### src/rtl/shift_add_pkg.sv
// Shared FSM states and Q shift-register command codes for the shift-add multiplier.
package shift_add_pkg;

  typedef enum logic [1:0] {IDLE, ADD, SHIFT, DONE} state_e;

  localparam logic [1:0] SR_HOLD = 2'b00;
  localparam logic [1:0] SR_SHR  = 2'b01;
  localparam logic [1:0] SR_SHL  = 2'b10;
  localparam logic [1:0] SR_LOAD = 2'b11;

endpackage

### src/rtl/shift_add_sequencer.sv
// Control and accumulator stage of the shift-add multiplier; product ready 2W+1 cycles after start.
// Starts arriving while busy or in DONE are dropped, not queued.
module shift_add_sequencer
  import shift_add_pkg::*;
#(
  parameter int WIDTH = 8
) (
  input  logic               clk,
  input  logic               rst,
  input  logic               start,
  input  logic [WIDTH-1:0]   multiplicand,
  input  logic [WIDTH-1:0]   multiplier,
  input  logic [WIDTH-1:0]   sr_parallel_out,
  output logic [1:0]         sr_ctrl,
  output logic               sr_ser_in,
  output logic [WIDTH-1:0]   sr_parallel_in,
  output logic               busy,
  output logic               done,
  output logic [2*WIDTH-1:0] product
);

  localparam int CW = $clog2(WIDTH) + 1;

  state_e           r_state;
  logic [WIDTH-1:0] r_a;
  logic [WIDTH-1:0] r_m;
  logic             r_c;
  logic [CW-1:0]    r_cnt;
  logic             r_busy;
  logic             r_done;
  logic [WIDTH:0]   w_sum;

  // The extra bit keeps the carry out of A+M so the full 2W-bit product never overflows.
  assign w_sum = {1'b0, r_a} + {1'b0, r_m};

  always_ff @(posedge clk or posedge rst) begin
    if (rst) begin
      r_state <= IDLE;
      r_a     <= '0;
      r_m     <= '0;
      r_c     <= 1'b0;
      r_cnt   <= '0;
      r_busy  <= 1'b0;
      r_done  <= 1'b0;
    end else begin
      case (r_state)
        IDLE: begin
          r_done <= 1'b0;
          if (start) begin
            r_m     <= multiplicand;
            r_a     <= '0;
            r_c     <= 1'b0;
            r_cnt   <= '0;
            r_busy  <= 1'b1;
            r_state <= ADD;
          end
        end
        ADD: begin
          if (sr_parallel_out[0]) begin
            {r_c, r_a} <= w_sum;
          end
          r_state <= SHIFT;
        end
        SHIFT: begin
          r_a   <= {r_c, r_a[WIDTH-1:1]};
          r_c   <= 1'b0;
          r_cnt <= r_cnt + CW'(1);
          if (r_cnt == CW'(WIDTH - 1)) begin
            r_busy  <= 1'b0;
            r_done  <= 1'b1;
            r_state <= DONE;
          end else begin
            r_state <= ADD;
          end
        end
        DONE: begin
          r_done  <= 1'b0;
          r_state <= IDLE;
        end
        default: begin
          r_busy  <= 1'b0;
          r_done  <= 1'b0;
          r_state <= IDLE;
        end
      endcase
    end
  end

  // Q loads in the same edge that accepts start, so the load command is driven from IDLE.
  always_comb begin
    sr_ctrl   = SR_HOLD;
    sr_ser_in = 1'b0;
    case (r_state)
      IDLE:    if (start) sr_ctrl = SR_LOAD;
      SHIFT: begin
        sr_ctrl   = SR_SHR;
        sr_ser_in = r_a[0];
      end
      default: sr_ctrl = SR_HOLD;
    endcase
  end

  assign sr_parallel_in = multiplier;
  assign busy           = r_busy;
  assign done           = r_done;
  assign product        = {r_a, sr_parallel_out};

endmodule

### config.mk
export PLATFORM = sky130hd
export DESIGN_NAME = shift_add_sequencer
export DESIGN_NICKNAME = d
export VERILOG_FILES = /design/src/rtl/shift_add_pkg.sv /design/src/rtl/shift_add_sequencer.sv
export SDC_FILE = /design/constraint.sdc
export NUM_CORES = 1
export LEC_CHECK = 0
export ABC_AREA = 1
export CORE_ASPECT_RATIO = 0.9
export CORE_UTILIZATION = 30
export DETAILED_ROUTE_END_ITERATION = 8
export GPL_TIMING_DRIVEN = 0
export PLACE_DENSITY = 0.54
export RECOVER_POWER = 100
export SYNTH_ARGS = -nofsm -noshare
export SYNTH_HDL_FRONTEND = slang
export SYNTH_SLANG_ARGS = --single-unit
### constraint.sdc
create_clock -name clk -period 1.96 [get_ports clk]
set_input_delay 0.392 -clock clk [delete_from_list [all_inputs] [get_ports clk]]
set_output_delay 0.392 -clock clk [all_outputs]
set_load 0.05 [all_outputs]
==> results_dict.tcl <==
set metrics [dict create \
    synth_top_flop_cell "dfrtp_1" \
    postLayoutCoreUtil_pct 42.2 \
    antenna_found_initial 0 \
    io_buffers 40 \
    required_ps 1570 \
    final_cell_mix "nand2_1 (75), dfrtp_1 (24), inv_1 (22)" \
    path_clk_slew_ps 90 \
    cp-start-kind "flop" \
    hpwl_um 2920 \
    cts_buffers 3 \
    yosysWarningCount 0 \
    setup.worst_path.class "flop to output port" \
    die_h_um 72.8 \
    powerDensity_nw_per_um2 1610 \
    stdcell_count 335 \
    routed_via_density 4.62 \
    grt_remaining_overflow 0 \
    cts_tree "built" \
    crit_family "buffers and inverters" \
    drc 0 \
    core-area_um2 5320 \
    h-tree-depth 1 \
    status "completed" \
    drtPass1Iterations 4 \
    clk_latency_ps 280 \
    mostFrequentLayoutCell "nand2_1" \
    worstPathArrival_ps 1530 \
    tightest_slew_ps 989 \
    placed_cells 331 \
    pin_count 56 \
    ant_nets 0 \
    use_met1_pct 20.3 \
    period_share_pct 98.0 \
    fin_nets 309 \
    crit_fanout 4 \
    die-area_um2 5880 \
    fp-row-count 25 \
    syn_inst 224 \
    finalHoldViolCount 0 \
    start_util_pct 31.5 \
    top_usage_layer "met2" \
    vias 1549 \
    post_cts_buffers 0 \
    diodes 0 \
    rsz0062_at_grt "no" \
    grt.total_usage_pct 14.4 \
    end_kind "output port" \
    r2r_slack_ps 150 \
    met2_usage_pct 22.1 \
    wl_per_cell_um 11.7 \
    tns_ps 0 \
    hold_class "flop to flop" \
    peakVddDrop_mv 0.845 \
    place_congestion 0.804 \
    synth_top_area_cell "dfrtp_1" \
    async_flop_share_pct 100 \
    grt_max_degree 26 \
    synth_edf_count 0 \
    drive_gt1_share_pct 16.8 \
    reg2reg_to "r_a[4]" \
    drv_cap 0 \
    grt_pass1_vias 1360 \
    fin_hold_ws_ps 493 \
    synth_area_leaders "dfrtp_1 (37%), nand2_1 (17%), ha_1 (9.0%)" \
    finalMaxSlewViolations 0 \
    fin_skew_ps 8.47 \
    drt_iter0_drc 86 \
    path_cells "clkdlybuf4s50_1" \
    syn_to_final_growth_pct 34.2 \
    leakage_nw 1.13 \
    synth_top_cell_area_share_pct 37.4 \
    die_width_um 80.7 \
    setup_viol 0 \
    cts-root-buf "clkbuf_8" \
    whs_path_depth 2 \
    grt_pass1_wl_um 6380 \
    max-slew-margin-rel_pct 34.0 \
    syn_nets 264 \
    whs_endpoint "r_m[2]" \
    worst-r2r-cell-count 10 \
    drt-total-wl_um 3910 \
    cts_sinks 25 \
    yosysSeqAreaShare_pct 37.4 \
    max_stage_delay_ps 840 \
    synth.distinct_cells 24 \
    min_period_ps 1920 \
    syn_area_per_cell_um2 7.47 \
    synth-seq-cells 25 \
    worstPathBufferInverterCount 1 \
    slowest_stage "clkdlybuf4s50_1" \
    grt_util_met3_pct 1.88 \
    clock_path_buffers 2 \
    worstHoldStart "r_m[2]" \
    max_freq_ghz 0.521 \
    r2r-start "r_state[0]" \
    syn_area_um2 1670 \
]
## cell type report
cell class / count / area (µm²)
clock buffer: 3 / 41.3
timing repair buffer: 40 / 377
multi-input combinational: 150 / 841
fill: 578 / 3070
clock inverter: 1 / 5.00
inverter: 29 / 111
tap: 67 / 83.8
buffer: 20 / 159
sequential: 25 / 627
## Yosys cell counts, types with 2 or more instances
master / instances
buf_4: 16
nor2_1: 11
nand3_1: 12
clkbuf_1: 2
inv_1: 25
o21ai_0: 9
nand4_1: 2
o22ai_1: 4
dfrtp_1: 25
nand2_2: 2
ha_1: 12
nand3b_1: 3
inv_2: 3
nand2_1: 75
a21oi_1: 14
## layer usage
| metal | up-vias | routed length (µm) |
|---|---|---|
| met5 | - | 0 |
| li1 | 781 | - |
| met3 | 7 | 153 |
| met2 | 39 | 1680 |
| met4 | 0 | 75 |
| met1 | 722 | 2000 |
## sequential cells by signal, summed over array words and instances (netlist names)
register,count
done,1
r_c,1
r_cnt,4
busy,1
r_m,8
r_state,2
r_a,8
## what timing repair did
item | in CTS | in global routing
pin swaps | 0 | 1
gates resized for setup | 28 | 16
endpoints found under the hold margin | 0 | 0
hold buffers | 0 | 0
endpoints found under the setup margin | 4 | 14
## worst max path at each step
stage,start,endpoint,slack (ps),cells past startpoint
after global placement,start,sr_ctrl[0],-670,5
final,r_a[2],product[10],40,1
after CTS,r_state[1],sr_ctrl[0],-10,6
after global routing,r_state[1],r_a[4],4,11
after detailed placement,start,sr_ctrl[0],-690,5
after floorplan,r_a[1],r_a[4],20,10
## cell families after synthesis
family / after synthesis / synth area share [%]
compound gates: 30 / 10.8
buf+inv: 49 / 15.1
flops: 25 / 37.4
fa+ha+maj: 13 / 10.2
simple gates: 107 / 26.5
## report_power, final
group	total, mW	leakage (nW)	internal [mW]	switching, mW
clock	0.317	0.0255	0.143	0.175
sequential	0.945	0.321	0.739	0.205
combinational	2.34	0.784	0.824	1.52
## stage by stage
step | area (µm²) | power (mW) | setup WS (ps)
3_5_place_dp | 2160 | 3.22 | -687
3_3_place_gp | 2160 | 3.20 | -669
4_1_cts | 2220 | 3.60 | -9.79
5_1_grt | 2240 | 3.95 | 3.69
6_report | 2240 | 3.61 | 39.3
2_1_floorplan | 1670 | 2.58 | 19.2
(Power assumes the default switching activity.)
